### src/rtl/mips_multicycle_ctrl.sv
// rtl/mips_multicycle_ctrl.sv - multi-cycle MIPS control FSM; MIPS_CTRL_ILLEGAL_TRAP_EN enables the illegal-opcode trap
module mips_multicycle_ctrl #(
    parameter int CNT_W = 32
) (
    input  logic             clk,
    input  logic             reset,
    input  logic [5:0]       opcode,
    input  logic             mem_ready,
    output logic             pc_write,
    output logic             pc_write_cond,
    output logic             branch_ne,
    output logic             iord,
    output logic             mem_read,
    output logic             mem_write,
    output logic             ir_write,
    output logic             mem_to_reg,
    output logic             reg_dst,
    output logic             reg_write,
    output logic             alu_src_a,
    output logic [1:0]       alu_src_b,
    output logic [1:0]       alu_op,
    output logic [1:0]       pc_source,
    output logic [3:0]       state,
`ifdef MIPS_CTRL_ILLEGAL_TRAP_EN
    output logic             illegal_op,
`endif
    output logic [CNT_W-1:0] instr_retired
);

    localparam logic [5:0] OP_R    = 6'b000000;
    localparam logic [5:0] OP_J    = 6'b000010;
    localparam logic [5:0] OP_BEQ  = 6'b000100;
    localparam logic [5:0] OP_BNE  = 6'b000101;
    localparam logic [5:0] OP_ADDI = 6'b001000;
    localparam logic [5:0] OP_LW   = 6'b100011;
    localparam logic [5:0] OP_SW   = 6'b101011;

    typedef enum logic [3:0] {
        FETCH     = 4'd0,
        DECODE    = 4'd1,
        MEM_ADDR  = 4'd2,
        MEM_RD    = 4'd3,
        MEM_WB    = 4'd4,
        MEM_WR    = 4'd5,
        R_EXEC    = 4'd6,
        R_WB      = 4'd7,
        BRANCH    = 4'd8,
        JUMP      = 4'd9,
        ADDI_EXEC = 4'd10,
`ifdef MIPS_CTRL_ILLEGAL_TRAP_EN
        ADDI_WB   = 4'd11,
        TRAP      = 4'd12
`else
        ADDI_WB   = 4'd11
`endif
    } state_t;

    state_t           state_q;
    logic             bne_q;
    logic             is_store_q;
    logic             retire;
    logic [CNT_W-1:0] cnt_q;
`ifdef MIPS_CTRL_ILLEGAL_TRAP_EN
    logic             illegal_q;
`endif

    // An instruction retires on the cycle whose edge returns the FSM to FETCH.
    always_comb begin
        retire = 1'b0;
        case (state_q)
            MEM_WB, R_WB, BRANCH, JUMP, ADDI_WB: retire = 1'b1;
            MEM_WR:                              retire = mem_ready;
            default:                             retire = 1'b0;
        endcase
    end

    always_ff @(posedge clk) begin
        if (reset) begin
            state_q    <= FETCH;
            bne_q      <= 1'b0;
            is_store_q <= 1'b0;
            cnt_q      <= '0;
`ifdef MIPS_CTRL_ILLEGAL_TRAP_EN
            illegal_q  <= 1'b0;
`endif
        end else begin
            cnt_q <= cnt_q + {{(CNT_W-1){1'b0}}, retire};
            case (state_q)
                FETCH:     if (mem_ready) state_q <= DECODE;
                DECODE: begin
                    bne_q      <= (opcode == OP_BNE);
                    is_store_q <= (opcode == OP_SW);
                    case (opcode)
                        OP_LW, OP_SW:   state_q <= MEM_ADDR;
                        OP_R:           state_q <= R_EXEC;
                        OP_BEQ, OP_BNE: state_q <= BRANCH;
                        OP_J:           state_q <= JUMP;
                        OP_ADDI:        state_q <= ADDI_EXEC;
`ifdef MIPS_CTRL_ILLEGAL_TRAP_EN
                        default: begin
                            state_q   <= TRAP;
                            illegal_q <= 1'b1;
                        end
`else
                        default:        state_q <= FETCH;
`endif
                    endcase
                end
                MEM_ADDR:  state_q <= is_store_q ? MEM_WR : MEM_RD;
                MEM_RD:    if (mem_ready) state_q <= MEM_WB;
                MEM_WR:    if (mem_ready) state_q <= FETCH;
                R_EXEC:    state_q <= R_WB;
                ADDI_EXEC: state_q <= ADDI_WB;
`ifdef MIPS_CTRL_ILLEGAL_TRAP_EN
                TRAP:      state_q <= TRAP;
`endif
                default:   state_q <= FETCH;
            endcase
        end
    end

    always_comb begin
        pc_write      = 1'b0;
        pc_write_cond = 1'b0;
        branch_ne     = 1'b0;
        iord          = 1'b0;
        mem_read      = 1'b0;
        mem_write     = 1'b0;
        ir_write      = 1'b0;
        mem_to_reg    = 1'b0;
        reg_dst       = 1'b0;
        reg_write     = 1'b0;
        alu_src_a     = 1'b0;
        alu_src_b     = 2'b00;
        alu_op        = 2'b00;
        pc_source     = 2'b00;
        case (state_q)
            FETCH: begin
                mem_read  = 1'b1;
                alu_src_b = 2'b01;
                ir_write  = mem_ready;
                pc_write  = mem_ready;
            end
            DECODE:    alu_src_b = 2'b11;
            MEM_ADDR: begin
                alu_src_a = 1'b1;
                alu_src_b = 2'b10;
            end
            MEM_RD: begin
                mem_read = 1'b1;
                iord     = 1'b1;
            end
            MEM_WB: begin
                reg_write  = 1'b1;
                mem_to_reg = 1'b1;
            end
            MEM_WR: begin
                mem_write = 1'b1;
                iord      = 1'b1;
            end
            R_EXEC: begin
                alu_src_a = 1'b1;
                alu_op    = 2'b10;
            end
            R_WB: begin
                reg_write = 1'b1;
                reg_dst   = 1'b1;
            end
            BRANCH: begin
                alu_src_a     = 1'b1;
                alu_op        = 2'b01;
                pc_write_cond = 1'b1;
                pc_source     = 2'b01;
                branch_ne     = bne_q;
            end
            JUMP: begin
                pc_write  = 1'b1;
                pc_source = 2'b10;
            end
            ADDI_EXEC: begin
                alu_src_a = 1'b1;
                alu_src_b = 2'b10;
            end
            ADDI_WB:   reg_write = 1'b1;
            default: begin
            end
        endcase
    end

    assign state         = state_q;
    assign instr_retired = cnt_q;
`ifdef MIPS_CTRL_ILLEGAL_TRAP_EN
    assign illegal_op    = illegal_q;
`endif

endmodule
### config.mk
export PLATFORM = sky130hd
export DESIGN_NAME = mips_multicycle_ctrl
export DESIGN_NICKNAME = d
export VERILOG_FILES = /design/src/rtl/mips_multicycle_ctrl.sv
export SDC_FILE = /design/constraint.sdc
export NUM_CORES = 1
export LEC_CHECK = 0
export CAP_MARGIN = 20
export CELL_PAD_IN_SITES_DETAIL_PLACEMENT = 0
export CELL_PAD_IN_SITES_GLOBAL_PLACEMENT = 1
export CORE_ASPECT_RATIO = 1.2
export CORE_MARGIN = 10
export CORE_UTILIZATION = 36
export DETAILED_ROUTE_END_ITERATION = 10
export PLACE_DENSITY_LB_ADDON = 0.1
export SYNTH_ARGS = -nofsm -noshare
export SYNTH_HDL_FRONTEND = slang
export SYNTH_SLANG_ARGS = --single-unit
### constraint.sdc
create_clock -name clk -period 5.8 [get_ports clk]
set_clock_uncertainty 0.05 [all_clocks]
set_input_delay 1.16 -clock clk [delete_from_list [all_inputs] [get_ports clk]]
set_output_delay 1.16 -clock clk [all_outputs]
set_load 0.005 [all_outputs]
==> run_results.csv <==
group,metric,value,unit
clock_network,worst_skew_pair.late_latency,290,ps
global_route,grtUsageTotal,12.5,%
placed_design,io_buffers,61,
global_route,met3_usage,5.10,%
floorplan,core,5370,sq um
power,total_power_after_layout,0.532,mW
routing,detail_route.wirelength,5730,microns
clock_network,clockBufferDepth,2,
sta,clock.fmax,250,MHz
yosys,synth.distinct_cells,40,
yosys,ys_seq_elements,38,
routing,total_via_count_in_the_routed_design,2067,
clock_network,clock-root-buffer,"sky130_fd_sc_hd__clkbuf_8",
power,power_leakage,0.847,nW
floorplan,die_w,88.4,microns
critical_path,worstSetupPathType,"input port to register",
critical_path,setup.worst_path.end_class,"register",
clock_network,cts-htree-levels,2,
yosys,synthesis.yosys.warnings,0,
floorplan,initial_utilization,37.7,%
floorplan,design.die.area,9030,sq um
critical_path,critPathMaxFanout,18,
clock_network,cts.sinks,38,
outcome,status,"completed",
yosys,synth_nets,264,
floorplan,ports_placed_on_the_boundary,62,
routing,drt_iter0_markers,87,
yosys,yosysSeqAreaShare,37.6,%
global_route,grt_pass1_vias,1916,
yosys,postSynthAreaPerCell,8.00,sq um
job,max_cap_viol_count,0,
clock_network,numCtsBuffers,5,
sta,hold_viol,0,
clock_network,cts.repair.resized,0,
sta,layout_min_cycle_time,4000,ps
global_route,grt_overflow_total,0,
critical_path,critPathLaunchType,"input port",
global_route,grtUsageMet2,21.2,%
clock_network,postCtsSetupRepairBufs,0,
sta,worst_slew_pin_slew,571,ps
hold_path,min-delay-path-class,"register to register",
global_route,grt_max_degree,39,
routing,vias_per_cell,5.60,
sta,setup_tns,0,ps
placed_design,weighted_congestion_at_the_end_of_routability_driven_global_placement,0.758,
sta,grt_setup_unrepaired,"false",
clock_network,post_cts_hold_buffer_count,0,
routing,drtAntennaViolNets,0,
sta,setup_viol,0,
sta,post-route-period-util,68.9,%
clock_network,clk_pin_slew_worst_paths,80,ps
floorplan,fp.dieH,102,microns
cells_and_area,layout.area.seq,761,sq um
routing,firstDrtPassIters,4,
yosys,postSynthCellCount,253,
cells_and_area,multi_input_area,1160,sq um
cells_and_area,layout.nets,318,
critical_path,timing.critical_path.arrival,4170,ps
cells_and_area,drive_gt1_share,4.89,%
power,vdd_drop_max,0.122,mV
sta,relSlewSlack,61.6,%
critical_path,timing.critical_path.required,5970,ps
global_route,antenna_violations_before_repair,0,
global_route,use_met1,14.0,%
placed_design,dp.final_hpwl,4100,microns
sta,final_max_slew_viol_count,0,
floorplan,std_cell_rows,29,
power,power_density,193,nW/um^2
routing,post-route-drc-count,0,
yosys,post_synth_instance_area,2020,sq um
cells_and_area,fillers,530,
routing,wl_per_cell,15.5,microns
cells_and_area,area.growth.synth_to_final,36.5,%
clock_network,cts_tree,"done",
cells_and_area,antennaDiodeCount,0,
global_route,top_usage_layer,"met2",
global_route,grt_pass1_wl,9140,microns
==> Yosys cell counts <==
library cell / count / area, sq um
sky130_fd_sc_hd__nand4_2: 1 / 12.5
sky130_fd_sc_hd__a22o_1: 2 / 17.5
sky130_fd_sc_hd__o22ai_1: 1 / 6.26
sky130_fd_sc_hd__dfxtp_1: 38 / 761
sky130_fd_sc_hd__buf_4: 2 / 15.0
sky130_fd_sc_hd__o21ai_1: 7 / 35.0
sky130_fd_sc_hd__buf_1: 2 / 7.51
sky130_fd_sc_hd__nand4_1: 6 / 37.5
sky130_fd_sc_hd__o21ai_0: 5 / 25.0
sky130_fd_sc_hd__buf_2: 4 / 20.0
sky130_fd_sc_hd__ha_1: 2 / 25.0
sky130_fd_sc_hd__o32ai_1: 2 / 17.5
sky130_fd_sc_hd__or4_1: 13 / 97.6
sky130_fd_sc_hd__and3b_1: 1 / 8.76
sky130_fd_sc_hd__a211oi_1: 1 / 7.51
sky130_fd_sc_hd__a21oi_1: 24 / 120
sky130_fd_sc_hd__xnor2_1: 9 / 78.8
sky130_fd_sc_hd__or4_4: 1 / 11.3
sky130_fd_sc_hd__and4_1: 3 / 26.3
sky130_fd_sc_hd__and3_1: 2 / 12.5
sky130_fd_sc_hd__or3b_2: 3 / 26.3
sky130_fd_sc_hd__or4b_1: 2 / 20.0
sky130_fd_sc_hd__nand2_1: 14 / 52.6
sky130_fd_sc_hd__o31ai_1: 12 / 90.1
sky130_fd_sc_hd__a22oi_1: 1 / 7.51
sky130_fd_sc_hd__nor3_1: 13 / 65.1
sky130_fd_sc_hd__nor2b_1: 4 / 25.0
sky130_fd_sc_hd__a32oi_1: 2 / 17.5
sky130_fd_sc_hd__and2_1: 2 / 12.5
sky130_fd_sc_hd__nor4_1: 4 / 25.0
sky130_fd_sc_hd__clkbuf_1: 7 / 26.3
sky130_fd_sc_hd__or3_1: 9 / 56.3
sky130_fd_sc_hd__nand3b_1: 1 / 7.51
sky130_fd_sc_hd__nand3_1: 11 / 55.1
sky130_fd_sc_hd__nor2_1: 22 / 82.6
sky130_fd_sc_hd__xor2_1: 4 / 35.0
sky130_fd_sc_hd__or2_2: 2 / 12.5
sky130_fd_sc_hd__nand2b_1: 3 / 18.8
sky130_fd_sc_hd__a21boi_0: 1 / 7.51
sky130_fd_sc_hd__inv_1: 10 / 37.5
==> worst max-delay path: stages <==
cell	delay [ps]
sky130_fd_sc_hd__clkdlybuf4s50_1	550
sky130_fd_sc_hd__or3b_2	150
sky130_fd_sc_hd__a21oi_1	60
sky130_fd_sc_hd__nor3_1	220
sky130_fd_sc_hd__ha_1	260
sky130_fd_sc_hd__nand3_1	200
sky130_fd_sc_hd__or4_1	820
sky130_fd_sc_hd__or4_1	590
sky130_fd_sc_hd__a21oi_1	160
==> registers in the layout (all words and copies together) (netlist names) <==
register	count
instr_retired	32
state	4
bne_q	1
is_store_q	1
==> cell type report <==
class / instances / share of cell area (%)
tap: 62 / 2.81
timing repair buffer: 62 / 22.4
sequential: 38 / 27.5
multi-input combinational: 190 / 41.8
clock buffer: 6 / 2.99
inverter: 10 / 1.36
clock inverter: 1 / 1.09
==> stage by stage <==
stage / util [%] / worst slack [ps] / instances / hold slack, ps / instance area [sq um]
global route: 51.4 / 1590 / 369 / 467 / 2760
finish: 51.4 / 1800 / 369 / 448 / 2760
detailed placement: 49.3 / 1550 / 362 / 435 / 2650
global placement: 49.3 / 1620 / 362 / 428 / 2650
floorplan: - / 2600 / 253 / 396 / 2020
CTS: 51.4 / 1830 / 369 / 446 / 2760
==> logic make-up after synthesis <==
family / share of synthesized area (%)
buf+inv: 5.26
fa+ha+maj: 1.24
flops: 37.6
xor+xnor: 5.63
compound gates: 17.4
simple gates: 32.9
==> power by group <==
part | total, mW | switching, mW | internal, mW
clock network | 0.232 | 0.0940 | 0.138
registers | 0.265 | 0.00333 | 0.262
logic | 0.0353 | 0.0162 | 0.0192
total | 0.532 | 0.113 | 0.418
==> layout by cell type, fill, tap and decap left out, types with 3 or more instances in the layout <==
cell type,instances
sky130_fd_sc_hd__nor2_1,22
sky130_fd_sc_hd__o21ai_1,7
sky130_fd_sc_hd__nor3_1,13
sky130_fd_sc_hd__or3b_2,3
sky130_fd_sc_hd__nand4_1,6
sky130_fd_sc_hd__nand2_1,14
sky130_fd_sc_hd__clkbuf_8,6
sky130_fd_sc_hd__xor2_1,4
sky130_fd_sc_hd__or3_1,9
sky130_fd_sc_hd__or4_1,13
sky130_fd_sc_hd__nand2b_1,3
sky130_fd_sc_hd__inv_1,10
sky130_fd_sc_hd__nor4_1,4
sky130_fd_sc_hd__a21oi_1,24
sky130_fd_sc_hd__o31ai_1,12
sky130_fd_sc_hd__xnor2_1,9
sky130_fd_sc_hd__clkdlybuf4s50_1,61
sky130_fd_sc_hd__and4_1,3
sky130_fd_sc_hd__o21ai_0,5
sky130_fd_sc_hd__nor2b_1,4
sky130_fd_sc_hd__dfxtp_1,38
sky130_fd_sc_hd__nand3_1,11
==> metal layers <==
metal	part of all wire (%)	vias up
met5	0	-
met4	1.1	0
met3	8.0	7
met2	49	60
met1	42	961
li1	-	1039
==> worst paths after layout <==
check | slack [ps] | cells past startpoint | end | startpoint
max | 1800 | 9 | instr_retired[31]$_SDFF_PP0_ | mem_ready
min | 450 | 2 | instr_retired[24]$_SDFF_PP0_ | instr_retired[24]$_SDFF_PP0_
min reg2reg | 450 | 2 | instr_retired[24]$_SDFF_PP0_ | instr_retired[24]$_SDFF_PP0_
max reg2reg | 2520 | 7 | instr_retired[31]$_SDFF_PP0_ | state[0]$_SDFFE_PP0P_
(Power assumes the default switching activity.)
